==> src/rtl/api_nonce_filter_pkg.sv <==
// Shared types, FSM encoding and counter helper for the result-record nonce filter.
package api_nf_pkg;
  localparam int WORD_W = 32;
  localparam int CNT_W  = 16;

  localparam logic [0:0] ST_IDLE = 1'b0;
  localparam logic [0:0] ST_EMIT = 1'b1;

  typedef logic [WORD_W-1:0] word_t;
  typedef logic [CNT_W-1:0]  cnt_t;

  function automatic cnt_t sat_inc(input cnt_t v);
    return (&v) ? v : cnt_t'(v + 1'b1);
  endfunction
endpackage

==> src/rtl/api_nonce_filter_if.sv <==
// Result-word stream from api_ctrl plus the push side and fill level of rx_fifo.
interface api_nf_if;
  import api_nf_pkg::*;

  logic       in_wr_en;
  word_t      in_din;
  logic       out_wr_en;
  word_t      out_din;
  logic [9:0] out_cnt;

  modport slave  (input  in_wr_en, in_din, out_cnt, output out_wr_en, out_din);
  modport master (output in_wr_en, in_din, out_cnt, input  out_wr_en, out_din);
endinterface

==> src/rtl/api_nonce_filter_hist.sv <==
// Round-robin history of recently forwarded nonces with a combinational membership test.
module api_nonce_hist
  import api_nf_pkg::*;
#(
  parameter int HIST_DEPTH = 8
) (
  input  logic  clk,
  input  logic  rst_n,
  input  logic  clr,
  input  word_t nonce,
  input  logic  insert,
  output logic  hit
);
  localparam int PTR_W = (HIST_DEPTH > 1) ? $clog2(HIST_DEPTH) : 1;

  word_t                 entry [HIST_DEPTH];
  logic [HIST_DEPTH-1:0] valid;
  logic [PTR_W-1:0]      wr_ptr;

  always_comb begin
    hit = 1'b0;
    for (int i = 0; i < HIST_DEPTH; i++) begin
      if (valid[i] && (entry[i] == nonce)) hit = 1'b1;
    end
  end

  always_ff @(posedge clk or negedge rst_n) begin
    if (!rst_n) begin
      valid  <= '0;
      wr_ptr <= '0;
    end else if (clr) begin
      valid  <= '0;
      wr_ptr <= '0;
    end else if (insert) begin
      valid[wr_ptr] <= 1'b1;
      wr_ptr        <= (wr_ptr == PTR_W'(HIST_DEPTH-1)) ? '0 : wr_ptr + 1'b1;
    end
  end

  // Entry payload is qualified by valid, so it carries no reset.
  always_ff @(posedge clk) begin
    if (insert && !clr) entry[wr_ptr] <= nonce;
  end
endmodule

==> src/rtl/api_nonce_filter.sv <==
// Groups result words into records, drops duplicate nonces and records that would not fit rx_fifo.
module api_nonce_filter
  import api_nf_pkg::*;
#(
  parameter int REC_LEN    = 2,
  parameter int NONCE_IDX  = 0,
  parameter int HIST_DEPTH = 8,
  parameter int FIFO_DEPTH = 512
) (
  input  logic     clk,
  input  logic     rst_n,
  input  logic     flush,
  input  logic     filt_en,
  api_nf_if.slave  bus,
  output cnt_t     drop_cnt,
  output cnt_t     ovf_cnt,
  output logic     busy
);
  localparam int               IDX_W = (REC_LEN > 1) ? $clog2(REC_LEN) : 1;
  localparam logic [IDX_W-1:0] LAST  = IDX_W'(REC_LEN-1);

  logic [IDX_W-1:0] widx, eidx;
  logic [0:0]       state;
  word_t            cap_buf  [REC_LEN];
  word_t            emit_buf [REC_LEN];
  word_t            rec      [REC_LEN];
  word_t            nonce;
  logic             decide, hist_hit, hit, room, accept;
  logic [10:0]      cnt11, free11;

  // The final word of a record is still on in_din during the decision cycle.
  always_comb begin
    for (int i = 0; i < REC_LEN; i++) begin
      rec[i] = (i == REC_LEN-1) ? bus.in_din : cap_buf[i];
    end
    nonce = rec[NONCE_IDX];
  end

  assign decide = bus.in_wr_en && !flush && (widx == LAST);
  assign cnt11  = {1'b0, bus.out_cnt};
  assign free11 = (cnt11 >= 11'(FIFO_DEPTH)) ? 11'd0 : 11'(FIFO_DEPTH) - cnt11;
  assign room   = (free11 >= 11'(REC_LEN));
  assign hit    = filt_en && hist_hit;
  assign accept = decide && !hit && room;

  api_nonce_hist #(.HIST_DEPTH(HIST_DEPTH)) u_hist (
    .clk    (clk),
    .rst_n  (rst_n),
    .clr    (flush),
    .nonce  (nonce),
    .insert (accept && filt_en),
    .hit    (hist_hit)
  );

  always_ff @(posedge clk or negedge rst_n) begin
    if (!rst_n) begin
      widx     <= '0;
      eidx     <= '0;
      state    <= ST_IDLE;
      drop_cnt <= '0;
      ovf_cnt  <= '0;
    end else if (flush) begin
      widx     <= '0;
      eidx     <= '0;
      state    <= ST_IDLE;
      drop_cnt <= '0;
      ovf_cnt  <= '0;
    end else begin
      if (bus.in_wr_en) widx <= (widx == LAST) ? '0 : widx + 1'b1;
      if (decide && hit)                drop_cnt <= sat_inc(drop_cnt);
      else if (decide && !room)         ovf_cnt  <= sat_inc(ovf_cnt);
      // A new record accepted on the last emit cycle restarts the burst without a gap.
      if (accept) begin
        state <= ST_EMIT;
        eidx  <= '0;
      end else if (state == ST_EMIT) begin
        if (eidx == LAST) begin
          state <= ST_IDLE;
          eidx  <= '0;
        end else begin
          eidx <= eidx + 1'b1;
        end
      end
    end
  end

  always_ff @(posedge clk) begin
    if (bus.in_wr_en && !flush) cap_buf[widx] <= bus.in_din;
    if (accept)                 emit_buf      <= rec;
  end

  assign bus.out_wr_en = (state == ST_EMIT);
  assign bus.out_din   = bus.out_wr_en ? emit_buf[eidx] : '0;
  assign busy          = bus.out_wr_en;
endmodule
==> src/flat_wrapper.sv <==
// flat-port wrapper written by rule: the top's interface ports become plain ports
module api_nonce_filter_flat import api_nf_pkg::*;
#(
  parameter int REC_LEN    = 2,
  parameter int NONCE_IDX  = 0,
  parameter int HIST_DEPTH = 8,
  parameter int FIFO_DEPTH = 512
)
  (clk, rst_n, flush, filt_en, drop_cnt, ovf_cnt, busy, bus_in_wr_en, bus_in_din, bus_out_cnt, bus_out_wr_en, bus_out_din);
  api_nf_if bus_i ();
  input  logic clk;
  input  logic rst_n;
  input  logic flush;
  input  logic filt_en;
  output cnt_t drop_cnt;
  output cnt_t ovf_cnt;
  output logic busy;
  input wire logic [$bits(bus_i.in_wr_en)-1:0] bus_in_wr_en;
  input wire logic [$bits(bus_i.in_din)-1:0] bus_in_din;
  input wire logic [$bits(bus_i.out_cnt)-1:0] bus_out_cnt;
  output wire logic [$bits(bus_i.out_wr_en)-1:0] bus_out_wr_en;
  output wire logic [$bits(bus_i.out_din)-1:0] bus_out_din;
  assign bus_i.in_wr_en = bus_in_wr_en;
  assign bus_i.in_din = bus_in_din;
  assign bus_i.out_cnt = bus_out_cnt;
  assign bus_out_wr_en = bus_i.out_wr_en;
  assign bus_out_din = bus_i.out_din;
  api_nonce_filter #(.REC_LEN(REC_LEN), .NONCE_IDX(NONCE_IDX), .HIST_DEPTH(HIST_DEPTH), .FIFO_DEPTH(FIFO_DEPTH)) u_core (.clk(clk), .rst_n(rst_n), .flush(flush), .filt_en(filt_en), .bus(bus_i), .drop_cnt(drop_cnt), .ovf_cnt(ovf_cnt), .busy(busy));
endmodule
==> config.mk <==
export PLATFORM = sky130hd
export DESIGN_NAME = api_nonce_filter_flat
export DESIGN_NICKNAME = d
export VERILOG_FILES = /design/src/rtl/api_nonce_filter_pkg.sv /design/src/rtl/api_nonce_filter_if.sv /design/src/rtl/api_nonce_filter_hist.sv /design/src/rtl/api_nonce_filter.sv /design/src/flat_wrapper.sv
export SDC_FILE = /design/constraint.sdc
export NUM_CORES = 1
export LEC_CHECK = 0
export ABC_CLOCK_PERIOD_IN_PS = 4750
export BUFFER_PORTS_ARGS = -buffer_cell sky130_fd_sc_hd__buf_4
export CAP_MARGIN = 5
export CELL_PAD_IN_SITES_DETAIL_PLACEMENT = 0
export CELL_PAD_IN_SITES_GLOBAL_PLACEMENT = 1
export CORE_ASPECT_RATIO = 1.4
export CORE_MARGIN = 4
export CORE_UTILIZATION = 46
export CTS_BUF_LIST = sky130_fd_sc_hd__clkbuf_4 sky130_fd_sc_hd__clkbuf_8 sky130_fd_sc_hd__clkbuf_16
export CTS_CLUSTER_DIAMETER = 40
export DETAILED_ROUTE_END_ITERATION = 6
export GPL_TIMING_DRIVEN = 0
export MAX_ROUTING_LAYER = met4
export PLACE_DENSITY = 0.73
export SKIP_LAST_GASP = 1
export SLEW_MARGIN = 10
export SYNTH_ARGS = -nofsm -noshare
export SYNTH_HDL_FRONTEND = slang
export SYNTH_SLANG_ARGS = --single-unit
==> constraint.sdc <==
create_clock -name clk -period 4.75 [get_ports clk]
set_input_delay 0.2375 -clock clk [delete_from_list [all_inputs] [get_ports clk]]
set_output_delay 0.2375 -clock clk [all_outputs]
set_load 0.01 [all_outputs]
# Word level (Yosys, flattened, before mapping)
# Memories as Yosys holds them, arrays and structs flattened.
# Cells that the tools add are included.
# totals
inputBits	47
memories	2
reg_bits	110
mem_bits_rw	320
out_inout_bits	66
word_cells	108
latchBits	0
romBits	0
# classes
n_eq_ne	12
mux	42
n_addsub	6
bitwise	2
n_shift	0
reduce_logical	30
mul	0
n_div	0
n_lt_le_gt_ge	5
# mem_list
name	words	word_bits	read_ports	rd_ports_with_merged_regs	wr	line_no	text
u_core.u_hist.entry	8	32	8	0	1	api_nonce_filter_hist.sv:16	word_t entry [HIST_DEPTH];
u_core.cap_buf	2	32	1	0	1	api_nonce_filter.sv:24	word_t cap_buf [REC_LEN];
# op_table
op	n
== test 32 bit	8
2-to-1 mux 32 bit	4
2-to-1 mux 16 bit	7
adder 16 x 1 -> 16 bit, second input constant	2
AND reduction 16 bit	2
2-to-1 mux 1 bit	24
logical AND 1 bit	18
2-to-1 mux 8 bit	2
>= comparator 11 x 2 -> 1 bit, second input constant	1
2-to-1 mux 11 bit	1
subtractor 10 x 10 -> 11 bit, first input constant	1
>= comparator 10 bit, second input constant	1
2-to-1 mux 3 bit	3
bitwise OR 8 bit	1
nonzero test 2 bit	4
!= test 2 bit, second input constant	3
< comparator 3 x 4 -> 1 bit, second input constant	1
adder 3 x 1 -> 3 bit, second input constant	1
demux 1 bit (select 3 bit)	1
== test 3 bit, second input constant	1
>= comparator 3 x 1 -> 1 bit, second input constant	1
zero test 1 bit	3
AND reduction 3 bit	1
nonzero test 3 bit	1
other kinds (4)	5

# Logic depth before layout (Yosys ltp)
# Gate-level depths: netlist of the first run.
# An unclocked memory read counts as a cell.
# depth
ltp_word	19
ltp_mapped	11
ltp_nobuf	10

# Cells and area by module
# Synthesis of the first run repeated with hierarchy kept, for this count alone.
# hier_totals
cells_unflattened	1069
area_unflattened_um2	16787.4
# by_module_without_submodules
module	seq_area_each_um2	cells_per_inst	instances	area_per_inst_um2
api_nonce_hist	7962.6	680	1	11304.6
api_nonce_filter	3758.6	389	1	5482.8

# Worst setup path after synthesis of the first run
# OpenSTA, ideal clock, no wires.
# synth_timing
path_type	register -> register
from	memory u_core.cap_buf[0][24] in the netlist's numbering
to	memory u_core.u_hist.entry[1][0] in the netlist's numbering (enable)
arrival_time_ns	4.374
setup_slack_ns	-0.084
period_less_slack_ns	4.834
required_ns	4.289
setup_time_ns	0.461
path_buffers	1
path_stages_with_launch	10
path_cell_list	edfxtp_1 > buf_2 > xor2_1 > nor4_1 > and3_1 > nand3_1 > o2111ai_2 > nor3_1 > nand2_1 > nor3_1
# synth_via
elab_chain_cells	19
elab_cells_between_ends	33
classes_between	eq/ne (8); mux (10); reduce/logical (14); memory (1)
# synth_lines
item	line_no	text
from (decl)	api_nonce_filter.sv:24	
memory (2 x 32 bit) (*)	--	
== test 32 bit	api_nonce_filter_hist.sv:23	if (valid[i] && (entry[i] == nonce)) hit = 1'b1;
logical AND 1 bit	api_nonce_filter_hist.sv:23	
2-to-1 mux 1 bit (7 in series)	api_nonce_filter_hist.sv:23	
2-to-1 mux 1 bit (*)	api_nonce_filter_hist.sv:23	
logical AND 1 bit (*)	api_nonce_filter.sv:43	assign hit = filt_en && hist_hit;
zero test 1 bit (*)	api_nonce_filter.sv:44	assign accept = decide && !hit && room;
logical AND 1 bit (*) (2 in series)	api_nonce_filter.sv:44	
logical AND 1 bit (*)	api_nonce_filter.sv:51	.insert (accept && filt_en),
logical AND 1 bit (*)	api_nonce_filter_hist.sv:42	if (insert && !clr) entry[wr_ptr] <= nonce;
2-to-1 mux 1 bit (*)	api_nonce_filter_hist.sv:42	
2-to-1 mux 1 bit (not written as such) (*)	api_nonce_filter_hist.sv:42	
to (decl)	api_nonce_filter_hist.sv:16	
# Mark *: on every way between the ends. The rest lies on a longest branch, timed or not.

# Final worst setup path of the first run
# layout_timing
from	memory u_core.cap_buf[0][28] in the netlist's numbering
to	memory u_core.u_hist.entry[7][29] in the netlist's numbering (enable)
# Same word-level chain as after synthesis.

==> results of run 1 <==
[where the power goes]
group	switching [W]	internal, W
clock	0.00135	0.00195
sequential	0.0000573	0.00384
combinational	0.000241	0.000157
total	0.00165	0.00595
[worst reg2reg max path, stage by stage (launching register included)]
cell	delay [ps]
sky130_fd_sc_hd__edfxtp_1	660
sky130_fd_sc_hd__buf_2	410
sky130_fd_sc_hd__xor2_1	400
sky130_fd_sc_hd__nor3_1	110
sky130_fd_sc_hd__nand3_1	180
sky130_fd_sc_hd__or4_1	180
sky130_fd_sc_hd__o2111ai_2	360
sky130_fd_sc_hd__nor3_1	670
sky130_fd_sc_hd__nand2_1	510
sky130_fd_sc_hd__nor2_4	550
sky130_fd_sc_hd__buf_12	270
[what timing repair did]
item | in CTS | in global routing
setup buffers | 1 | 1
hold buffers | 34 | 0
pin swaps | 1 | 1
endpoints found under the setup margin | 22 | 15
hold endpoints to repair | 111 | 0
[layout make-up]
class / instances / area [um^2] / area share (%)
clock buffers: 55 / 1201 / 5.710
clock inverters: 20 / 191.4 / 0.9100
plain buffers: 52 / 369.1 / 1.755
well taps: 473 / 591.8 / 2.813
inverters: 22 / 85.08 / 0.4044
repair buffers: 162 / 1470 / 6.989
multi-input cells: 732 / 5406 / 25.70
flip-flops and latches: 398 / 11720 / 55.72
[through the flow]
stage | setup TNS [ps] | std cells
global placement | -451090 | 1789
detailed placement | -1740 | 1803
floorplan | 0 | 1204
CTS | 0 | 1913
global route | 0 | 1914
finish | 0 | 1914
[per-layer routing]
metal | track usage, % | routed length, um | vias up
met5 | - | 0 | -
met4 | 14.74 | 3575 | 0
met3 | 3.575 | 2481 | 120
met2 | 43.00 | 25830 | 382
met1 | 28.08 | 18560 | 5397
li1 | - | - | 4926
[cells by family (layout without fill, tap and decap cells)]
| logic type | Yosys count | in the layout | synth area share, % |
|---|---|---|---|
| compound gates | 69 | 69 | 2.753 |
| xor+xnor | 259 | 259 | 12.96 |
| fa+ha+maj | 5 | 5 | 0.3575 |
| buf+inv | 74 | 311 | 2.581 |
| flops | 398 | 398 | 66.98 |
| mux | 43 | 43 | 2.531 |
| simple gates | 356 | 356 | 11.84 |
[cell usage in the layout, fill, tap and decap left out, drive strengths merged, types with 32 or more instances in the layout]
master       netlist  final
xnor2            112    112
clkbuf            14     69
buf               38    166
nand2             34     34
dlygate4sd3        0     34
dfrtp             46     46
nor4              67     67
nor2b             39     39
mux2i             33     33
edfxtp           352    352
xor2             147    147
nand4             63     63
nor2              32     32
[worst paths after layout]
kind | from | end | slack [ps] | depth (start not counted)
min in group asynchronous | rst_n | u_core.drop_cnt[6] | 240 | 2
max in group asynchronous | rst_n | u_core.ovf_cnt[5] | 4090 | 2
setup / recovery | u_core.cap_buf[0][28] | u_core.u_hist.entry[7][29] | 120 | 10
hold / removal | filt_en | u_core.eidx | 40 | 3
setup reg to reg | u_core.cap_buf[0][28] | u_core.u_hist.entry[7][29] | 120 | 10
hold reg to reg | u_core.u_hist.valid[5] | u_core.u_hist.valid[5] | 570 | 2
[state kept, by name, summed over array words and instances (netlist names)]
register and cells:
u_core.u_hist.entry 256, u_core.emit_buf 64, u_core.cap_buf 32, u_core.drop_cnt 16, u_core.ovf_cnt 16, u_core.u_hist.valid 8, u_core.u_hist.wr_ptr 3, u_core.bus.out_wr_en 1
u_core.eidx 1, u_core.widx 1
==> impl_results.html, run 1 <==
<table>
<tr><th>Metric</th><th>Value</th></tr>
<tr><th colspan="2">STA</th></tr>
<tr><td>Highest Clock Rate</td><td>0.2161 GHz</td></tr>
<tr><td>Clock skew</td><td>20.52 ps</td></tr>
<tr><td>Slack of the critical path</td><td>123.5 ps</td></tr>
<tr><td>Fin Hold WS</td><td>42.85 ps</td></tr>
<tr><td>Final Slew Violations</td><td>0</td></tr>
<tr><td>Final period demand of the worst path</td><td>between 4000 and 5000 ps</td></tr>
<tr><td>Worst-margin pin slew</td><td>between 1000 and 1500 ps</td></tr>
<tr><td>Normalized max-slew margin</td><td>between 15 and 20%</td></tr>
<tr><td>Setup violations, final</td><td>0</td></tr>
<tr><td>Final Hold Viols</td><td>0</td></tr>
<tr><td>Unrepaired setup endpoints after global routing</td><td>no</td></tr>
<tr><td>Share of the cycle needed by the critical path after routing</td><td>a little over nine tenths</td></tr>
<tr><th colspan="2">Routing</th></tr>
<tr><td>Vias per Instance</td><td>between 5 and 6</td></tr>
<tr><td>Count of antenna-violating nets left after detailed routing</td><td>0</td></tr>
<tr><td>Routed length per instance</td><td>~26 um</td></tr>
<tr><td>Drt total wl</td><td>between 50 and 60 mm</td></tr>
<tr><td>Iteration-0 DRC count of the detailed router</td><td>761</td></tr>
<tr><td>Number of remaining DRC errors</td><td>0</td></tr>
<tr><td>Detailed-router iteration count before antenna repair</td><td>7</td></tr>
<tr><td>Total via count in the routed design</td><td>around 11000</td></tr>
<tr><th colspan="2">Outcome</th></tr>
<tr><td>Run status</td><td>finished clean</td></tr>
<tr><th colspan="2">Clock network</th></tr>
<tr><td>Number of clock sinks</td><td>398</td></tr>
<tr><td>Clock root buffer</td><td>sky130_fd_sc_hd__clkbuf_16</td></tr>
<tr><td>Number of buffers created by CTS</td><td>43</td></tr>
<tr><td>Clock transition at the register clock pins on the worst setup and hold paths after CTS</td><td>approximately 60 ps</td></tr>
<tr><td>Clock tree from TritonCTS</td><td>yes</td></tr>
<tr><td>Post_cts resized</td><td>0</td></tr>
<tr><td>H-Tree Level Count</td><td>2</td></tr>
<tr><td>Largest buffer count on any clock path</td><td>3</td></tr>
<tr><td>Clock Latency Late Sink</td><td>560 ps</td></tr>
<tr><th colspan="2">Critical path</th></tr>
<tr><td>Cell class contributing the biggest share of worst-path delay</td><td>simple AND/OR/NAND/NOR gates</td></tr>
<tr><td>Req. time, crit path</td><td>approximately 5000 ps</td></tr>
<tr><td>Number of buffer and inverter stages on the critical path</td><td>2</td></tr>
<tr><td>Critical path data arrival time</td><td>between 4000 and 5000 ps</td></tr>
<tr><td>Crit-path max cell delay</td><td>about 660 ps</td></tr>
<tr><td>Crit Path Category</td><td>register to register</td></tr>
<tr><td>Crit-path most repeated cell</td><td>sky130_fd_sc_hd__nor3_1</td></tr>
<tr><td>Ordered cell list for the critical path</td><td>buf_2 -&gt; xor2_1 -&gt; nor3_1 -&gt; nand3_1 -&gt; or4_1 -&gt; o2111ai_2 -&gt; nor3_1 -&gt; nand2_1 -&gt; nor2_4 -&gt; buf_12</td></tr>
<tr><td>CP max-delay cell</td><td>sky130_fd_sc_hd__edfxtp_1</td></tr>
<tr><td>CP Max Fanout</td><td>21</td></tr>
<tr><td>Startpoint Class</td><td>register</td></tr>
<tr><td>Kind of end point of the critical path</td><td>register</td></tr>
<tr><th colspan="2">Synth</th></tr>
<tr><td>Flip-flop cell with the highest count after synthesis</td><td>sky130_fd_sc_hd__edfxtp_1</td></tr>
<tr><td>EDFF count, synth</td><td>352</td></tr>
<tr><td>Sequential element share of the synthesized area</td><td>between 60% and 70%</td></tr>
<tr><td>Leading post-synthesis cells by instance count</td><td>sky130_fd_sc_hd__edfxtp_1 (352), sky130_fd_sc_hd__xor2_1 (147), sky130_fd_sc_hd__xnor2_1 (112), sky130_fd_sc_hd__nor4_1 (65), sky130_fd_sc_hd__nand4_1 (63)</td></tr>
<tr><td>Most area-hungry cell type in the Yosys netlist</td><td>sky130_fd_sc_hd__edfxtp_1</td></tr>
<tr><td>Number of distinct library cells after synthesis</td><td>55</td></tr>
<tr><td>Fraction of synthesized cell area taken by the top area cell type</td><td>about 60%</td></tr>
<tr><td>Number of warning messages in the yosys log</td><td>0</td></tr>
<tr><td>Area of the mapped netlist</td><td>roughly 18000 um^2</td></tr>
<tr><td>Proportion of register bits with asynchronous set or reset after synthesis</td><td>approximately 12%</td></tr>
<tr><td>Net count after synthesis</td><td>1256</td></tr>
<tr><td>Avg Synthesized Cell Area</td><td>14.54 um^2</td></tr>
<tr><td>Synthesized flop and latch total</td><td>between 300 and 400</td></tr>
<tr><td>Number of standard cells after synthesis</td><td>roughly 1200</td></tr>
<tr><td>Most frequent cell after synthesis</td><td>sky130_fd_sc_hd__edfxtp_1</td></tr>
<tr><td>Main area contributors after synthesis</td><td>sky130_fd_sc_hd__edfxtp_1 (60%), sky130_fd_sc_hd__xor2_1 (7.4%), sky130_fd_sc_hd__dfrtp_1 (6.6%), sky130_fd_sc_hd__xnor2_1 (5.6%), sky130_fd_sc_hd__nor4_1 (2.3%)</td></tr>
<tr><th colspan="2">Die</th></tr>
<tr><td>Placement row count</td><td>84</td></tr>
<tr><td>Placeable core region</td><td>between 30000 and 40000 um^2</td></tr>
<tr><td>Number of top-level pins</td><td>roughly 110</td></tr>
<tr><td>Die H</td><td>between 200 and 250 um</td></tr>
<tr><td>Full die area</td><td>between 40000 and 50000 um^2</td></tr>
<tr><td>Die Wd</td><td>roughly 170 um</td></tr>
<tr><td>Initial Utilization</td><td>46.51%</td></tr>
<tr><th colspan="2">Global routing</th></tr>
<tr><td>Wire length of the first global-routing pass</td><td>between 70 and 80 mm</td></tr>
<tr><td>Global Route Usage Sum</td><td>25.07%</td></tr>
<tr><td>Via count of the first global-routing pass</td><td>around 11000</td></tr>
<tr><td>Maximum number of pins on one net before global-route repair</td><td>47</td></tr>
<tr><td>Leftover overflow at the end of global routing</td><td>0</td></tr>
<tr><td>Number of antenna violations at the first check in global routing</td><td>1</td></tr>
<tr><th colspan="2">Final layout</th></tr>
<tr><td>Count of fill cells added during filler insertion</td><td>approximately 3000</td></tr>
<tr><td>Fraction of final layout cells sized beyond drive strength 1</td><td>between 10% and 20%</td></tr>
<tr><td>Final nets</td><td>roughly 1500</td></tr>
<tr><td>Core Util, Final</td><td>55.91%</td></tr>
<tr><td>Diodes inserted</td><td>0</td></tr>
<tr><td>Finished layout cell area</td><td>between 20000 and 25000 um^2</td></tr>
<tr><td>Layout Area Growth over Synthesis</td><td>20.20%</td></tr>
<tr><th colspan="2">Placed design</th></tr>
<tr><td>Routability congestion estimate from global placement</td><td>~0.99</td></tr>
<tr><td>Cell area after placement</td><td>approximately 19000 um^2</td></tr>
<tr><td>Worst-case setup slack after placement</td><td>-159.0 ps</td></tr>
<tr><td>IO buf count</td><td>roughly 110</td></tr>
<tr><td>Post-DP HPWL</td><td>37.24 mm</td></tr>
<tr><th colspan="2">Power and ir drop</th></tr>
<tr><td>Power per standard cell area</td><td>361.2 nW/um^2</td></tr>
<tr><td>Post-route total power</td><td>between 0.007 and 0.008 W</td></tr>
<tr><td>Leakage power figure</td><td>slightly above 7 nW</td></tr>
<tr><td>Max rail drop VDD</td><td>between 0.2 and 0.3 mV</td></tr>
<tr><th colspan="2">Job</th></tr>
<tr><td>Max cap viols</td><td>0</td></tr>
<tr><th colspan="2">Min path</th></tr>
<tr><td>Hold crit path type</td><td>input pin to register</td></tr>
</table>
Note: power is estimated with default switching activity, not from simulation.
==> inputs of run 2 (changes only) <==
- PLACE_DENSITY: 0.73 -> 0.72
- SYNTH_HIERARCHICAL: not set -> 1
==> run 2 against run 1 <==
  * Die area is 3.9% lower
  * Wire length is 10% lower
  * Fmax is 1.7% higher
  * Critical endpoint is now u_core/u_hist/entry[1][30]
  * Largest cell class unchanged
==> impl_results.html, run 2 <==
<table>
<tr><th>Metric</th><th>Value</th></tr>
<tr><th colspan="2">Die</th></tr>
<tr><td>Full die area</td><td>39660 um^2 (-3.9%)</td></tr>
<tr><td>Die Wd</td><td>169.5 um (-2.0%)</td></tr>
<tr><td>Number of top-level pins</td><td>113 (unchanged)</td></tr>
<tr><td>Die H</td><td>234.0 um (-2.0%)</td></tr>
<tr><td>Placement row count</td><td>82 (-2.4%)</td></tr>
<tr><td>Placeable core region</td><td>35910 um^2 (-4.6%)</td></tr>
<tr><td>Initial Utilization</td><td>46.75% (+0.24 points)</td></tr>
<tr><th colspan="2">Clock network</th></tr>
<tr><td>Largest buffer count on any clock path</td><td>3 (unchanged)</td></tr>
<tr><td>Number of clock sinks</td><td>398 (unchanged)</td></tr>
<tr><td>H-Tree Level Count</td><td>2 (unchanged)</td></tr>
<tr><td>Number of buffers created by CTS</td><td>42 (-2.3%)</td></tr>
<tr><td>Clock root buffer</td><td>sky130_fd_sc_hd__clkbuf_16</td></tr>
<tr><td>Clock Latency Late Sink</td><td>550 ps (about the same)</td></tr>
<tr><td>Clock tree from TritonCTS</td><td>yes</td></tr>
<tr><td>Clock transition at the register clock pins on the worst setup and hold paths after CTS</td><td>60 ps (about the same)</td></tr>
<tr><th colspan="2">Synth</th></tr>
<tr><td>Number of distinct library cells after synthesis</td><td>51 (-7.3%)</td></tr>
<tr><td>Sequential element share of the synthesized area</td><td>69.82% (+2.8 points)</td></tr>
<tr><td>Flip-flop cell with the highest count after synthesis</td><td>sky130_fd_sc_hd__edfxtp_1</td></tr>
<tr><td>Main area contributors after synthesis</td><td>sky130_fd_sc_hd__edfxtp_1 (63%), sky130_fd_sc_hd__xnor2_1 (7.8%), sky130_fd_sc_hd__dfrtp_1 (6.9%), sky130_fd_sc_hd__xor2_1 (6.3%), sky130_fd_sc_hd__mux2i_1 (2.1%)</td></tr>
<tr><td>Avg Synthesized Cell Area</td><td>15.70 um^2 (+8.0%)</td></tr>
<tr><td>Fraction of synthesized cell area taken by the top area cell type</td><td>62.96% (+2.6 points)</td></tr>
<tr><td>EDFF count, synth</td><td>352 (unchanged)</td></tr>
<tr><td>Number of standard cells after synthesis</td><td>1069 (-11%)</td></tr>
<tr><td>Net count after synthesis</td><td>1121 (-11%)</td></tr>
<tr><td>Most area-hungry cell type in the Yosys netlist</td><td>sky130_fd_sc_hd__edfxtp_1</td></tr>
<tr><td>Most frequent cell after synthesis</td><td>sky130_fd_sc_hd__edfxtp_1</td></tr>
<tr><td>Proportion of register bits with asynchronous set or reset after synthesis</td><td>11.56% (unchanged)</td></tr>
<tr><td>Synthesized flop and latch total</td><td>398 (unchanged)</td></tr>
<tr><td>Number of warning messages in the yosys log</td><td>6 (+6)</td></tr>
<tr><td>Leading post-synthesis cells by instance count</td><td>sky130_fd_sc_hd__edfxtp_1 (352), sky130_fd_sc_hd__xnor2_1 (149), sky130_fd_sc_hd__xor2_1 (120), sky130_fd_sc_hd__nand4_1 (48), sky130_fd_sc_hd__dfrtp_1 (46)</td></tr>
<tr><td>Area of the mapped netlist</td><td>16790 um^2 (-4.1%)</td></tr>
<tr><th colspan="2">Global routing</th></tr>
<tr><td>Leftover overflow at the end of global routing</td><td>0 (unchanged)</td></tr>
<tr><td>Number of antenna violations at the first check in global routing</td><td>0 (-1)</td></tr>
<tr><td>Maximum number of pins on one net before global-route repair</td><td>47 (unchanged)</td></tr>
<tr><td>Global Route Usage Sum</td><td>23.55% (-1.5 points)</td></tr>
<tr><td>Wire length of the first global-routing pass</td><td>65.73 mm (-11%)</td></tr>
<tr><td>Via count of the first global-routing pass</td><td>10010 (-9.7%)</td></tr>
<tr><th colspan="2">Routing</th></tr>
<tr><td>Vias per Instance</td><td>5.519 (-2.4%)</td></tr>
<tr><td>Total via count in the routed design</td><td>9929 (-8.3%)</td></tr>
<tr><td>Detailed-router iteration count before antenna repair</td><td>5 (-2)</td></tr>
<tr><td>Number of remaining DRC errors</td><td>0 (unchanged)</td></tr>
<tr><td>Count of antenna-violating nets left after detailed routing</td><td>0 (unchanged)</td></tr>
<tr><td>Routed length per instance</td><td>25.13 um (-4.7%)</td></tr>
<tr><td>Drt total wl</td><td>45.21 mm (-10%)</td></tr>
<tr><td>Iteration-0 DRC count of the detailed router</td><td>595 (-22%)</td></tr>
<tr><th colspan="2">Critical path</th></tr>
<tr><td>Crit Path Category</td><td>register to register</td></tr>
<tr><td>Req. time, crit path</td><td>4990 ps (about the same)</td></tr>
<tr><td>Worst reg2reg setup slack</td><td>200 ps (+80 ps)</td></tr>
<tr><td>Critical path data arrival time</td><td>4790 ps (-70 ps)</td></tr>
<tr><td>Crit-path max cell delay</td><td>720 ps (+60 ps)</td></tr>
<tr><td>Total number of cells along the worst setup path</td><td>14 (+4)</td></tr>
<tr><td>Startpoint Class</td><td>register</td></tr>
<tr><td>Cell class contributing the biggest share of worst-path delay</td><td>simple AND/OR/NAND/NOR gates</td></tr>
<tr><td>Ordered cell list for the critical path</td><td>buf_6 -&gt; xor2_1 -&gt; nor4_1 -&gt; nand4_1 -&gt; o22ai_1 -&gt; or4_1 -&gt; and2_1 -&gt; nor2_4 -&gt; and3b_4 -&gt; and2_1 -&gt; nand3_4 -&gt; nor3_4 -&gt; buf_8 -&gt; buf_8</td></tr>
<tr><td>Kind of end point of the critical path</td><td>register</td></tr>
<tr><td>CP max-delay cell</td><td>sky130_fd_sc_hd__edfxtp_1</td></tr>
<tr><td>CP Max Fanout</td><td>17 (-19%)</td></tr>
<tr><td>Number of cells on the worst reg-to-reg path</td><td>14 (+4)</td></tr>
<tr><td>Number of buffer and inverter stages on the critical path</td><td>3 (+1)</td></tr>
<tr><th colspan="2">Final layout</th></tr>
<tr><td>Area used by multi-input combinational logic</td><td>4821 um^2 (-11%)</td></tr>
<tr><td>Fraction of final layout cells sized beyond drive strength 1</td><td>21.99% (+3.7 points)</td></tr>
<tr><td>Commonest cells after routing, fill and taps aside</td><td>sky130_fd_sc_hd__edfxtp_1 (352), sky130_fd_sc_hd__xnor2_1 (149), sky130_fd_sc_hd__buf_4 (146), sky130_fd_sc_hd__xor2_1 (120), sky130_fd_sc_hd__nand4_1 (48)</td></tr>
<tr><td>Layout Area Growth over Synthesis</td><td>23.07%</td></tr>
<tr><td>Regs by FF count</td><td>u_core/u_hist/entry: 256 flops, u_core/emit_buf: 64 flops, u_core/cap_buf: 32 flops</td></tr>
<tr><td>Diodes inserted</td><td>0 (unchanged)</td></tr>
<tr><td>Final nets</td><td>1358 (-7.2%)</td></tr>
<tr><td>Sequential cell area</td><td>11720 um^2 (unchanged)</td></tr>
<tr><td>Top register by number of flip-flops</td><td>u_core/u_hist/entry</td></tr>
<tr><td>Largest register FFs</td><td>256 (unchanged)</td></tr>
<tr><td>Most common cell after layout, fill and taps aside</td><td>sky130_fd_sc_hd__edfxtp_1</td></tr>
<tr><td>Count of fill cells added during filler insertion</td><td>2858 (-6.3%)</td></tr>
<tr><th colspan="2">STA</th></tr>
<tr><td>Final Hold Viols</td><td>0 (unchanged)</td></tr>
<tr><td>Final period demand of the worst path</td><td>4551 ps (-75.20 ps)</td></tr>
<tr><td>Clock skew</td><td>20.09 ps (-0.4303 ps)</td></tr>
<tr><td>Final Slew Violations</td><td>0 (unchanged)</td></tr>
<tr><td>Highest Clock Rate</td><td>0.2197 GHz (+1.7%)</td></tr>
<tr><td>Unrepaired setup endpoints after global routing</td><td>no</td></tr>
<tr><td>Worst-margin pin slew</td><td>1248 ps (+6.607 ps)</td></tr>
<tr><td>Setup violations, final</td><td>0 (unchanged)</td></tr>
<tr><td>Normalized max-slew margin</td><td>16.83% (-0.44 points)</td></tr>
<tr><td>Final-layout setup total negative slack</td><td>0 ps (unchanged)</td></tr>
<tr><td>Share of the cycle needed by the critical path after routing</td><td>95.82% (-1.6 points)</td></tr>
<tr><th colspan="2">Min path</th></tr>
<tr><td>Hold crit path type</td><td>input pin to register</td></tr>
<tr><td>Depth of the worst hold-timing path</td><td>2 (-1)</td></tr>
<tr><th colspan="2">Power and ir drop</th></tr>
<tr><td>Leakage power figure</td><td>7.136 nW (about the same)</td></tr>
<tr><td>Post-route total power</td><td>0.007560 W (-0.51%)</td></tr>
<tr><td>Power per standard cell area</td><td>365.9 nW/um^2 (+1.3%)</td></tr>
<tr><td>Max rail drop VDD</td><td>0.3296 mV (+22%)</td></tr>
<tr><th colspan="2">Job</th></tr>
<tr><td>Max cap viols</td><td>0 (unchanged)</td></tr>
<tr><th colspan="2">Placed design</th></tr>
<tr><td>Post-DP HPWL</td><td>28.97 mm (-22%)</td></tr>
<tr><td>Routability congestion estimate from global placement</td><td>0.8946 (-9.7%)</td></tr>
<tr><td>IO buf count</td><td>112 (unchanged)</td></tr>
<tr><th colspan="2">Outcome</th></tr>
<tr><td>Run status</td><td>finished clean</td></tr>
</table>
run 2: cell types whose count changed after synthesis, moves of 10 or more:
cell,change
sky130_fd_sc_hd__buf_2,-12
sky130_fd_sc_hd__inv_1,-18
sky130_fd_sc_hd__nand2_1,-21
sky130_fd_sc_hd__nand2b_1,-10
sky130_fd_sc_hd__nand4_1,-15
sky130_fd_sc_hd__nor4_1,-29
sky130_fd_sc_hd__o21ai_0,-12
sky130_fd_sc_hd__xnor2_1,+37
sky130_fd_sc_hd__xor2_1,-27
run 2: final timing paths:
kind | start | to
setup / recovery | u_core/cap_buf[0][25] | u_core/u_hist/entry[1][30]
hold / removal | flush | u_core/u_hist/wr_ptr[1]
setup reg to reg | u_core/cap_buf[0][25] | u_core/u_hist/entry[1][30]
hold reg to reg | u_core/u_hist/valid[0] | u_core/u_hist/valid[0]
max in group asynchronous | rst_n | u_core/drop_cnt[6]
min in group asynchronous | rst_n | u_core/ovf_cnt[9]
run 2: through the flow:
stage | hold slack, ps | setup WS [ps] | instances | util [%] | instance area [um^2]
2_1_floorplan | -58.09 | 6.109 | 1069 | - | 16850
3_3_place_gp | 316.2 | -2059 | 1643 | 50.88 | 18270
3_5_place_dp | 312.0 | -1469 | 1653 | 51.42 | 18460
4_1_cts | 6.365 | 22.69 | 1791 | 57.28 | 20570
5_1_grt | 27.03 | 23.40 | 1799 | 57.53 | 20660
6_report | 21.15 | 198.7 | 1799 | 57.53 | 20660
run 2: cell type report:
class,instances,share of cell area (%)
flip-flops and latches,398,56.73
plain buffers,50,2.005
clock buffers,49,5.426
inverters,5,0.09084
clock inverters,26,1.405
multi-input cells,621,23.33
repair buffers,188,8.206
well taps,462,2.798
run 2: power by group:
group | internal, W | switching [W]
registers | 0.00383 | 0.0000383
logic | 0.000150 | 0.000201
clock network | 0.00198 | 0.00136
run 2: kinds of logic after synthesis:
kind of cell	Yosys count	synth area share [%]
buf+inv	56	2.601
flops	398	69.82
simple gates	246	8.504
mux	40	2.415
fa+ha+maj	5	0.3727
xor+xnor	269	14.03
compound gates	55	2.251
run 2: worst reg2reg max path: cells and delay by family, from the launching register on:
kind / cells / cell delay (ps)
buffers and inverters: 3 / 700
AOI/OAI and AO/OA: 1 / 110
and+or+nand+nor: 9 / 2500
xor gates and xnor gates: 1 / 210
DFF: 1 / 720
run 2: timing repair:
action	in CTS	in global routing
hold buffers	34	0
gates resized for setup	9	2
pin swaps	10	1
buffers inserted	23	9
hold endpoints to repair	111	0
setup endpoints to repair	269	105
gates cloned	6	0
run 2: layer usage:
layer | global-route usage, % | vias to the layer above | wire length [um]
met5 | - | - | 0
met4 | 11.45 | 0 | 2548
met3 | 4.013 | 118 | 2551
met2 | 39.84 | 337 | 23180
met1 | 27.32 | 5034 | 16920
li1 | - | 4440 | -
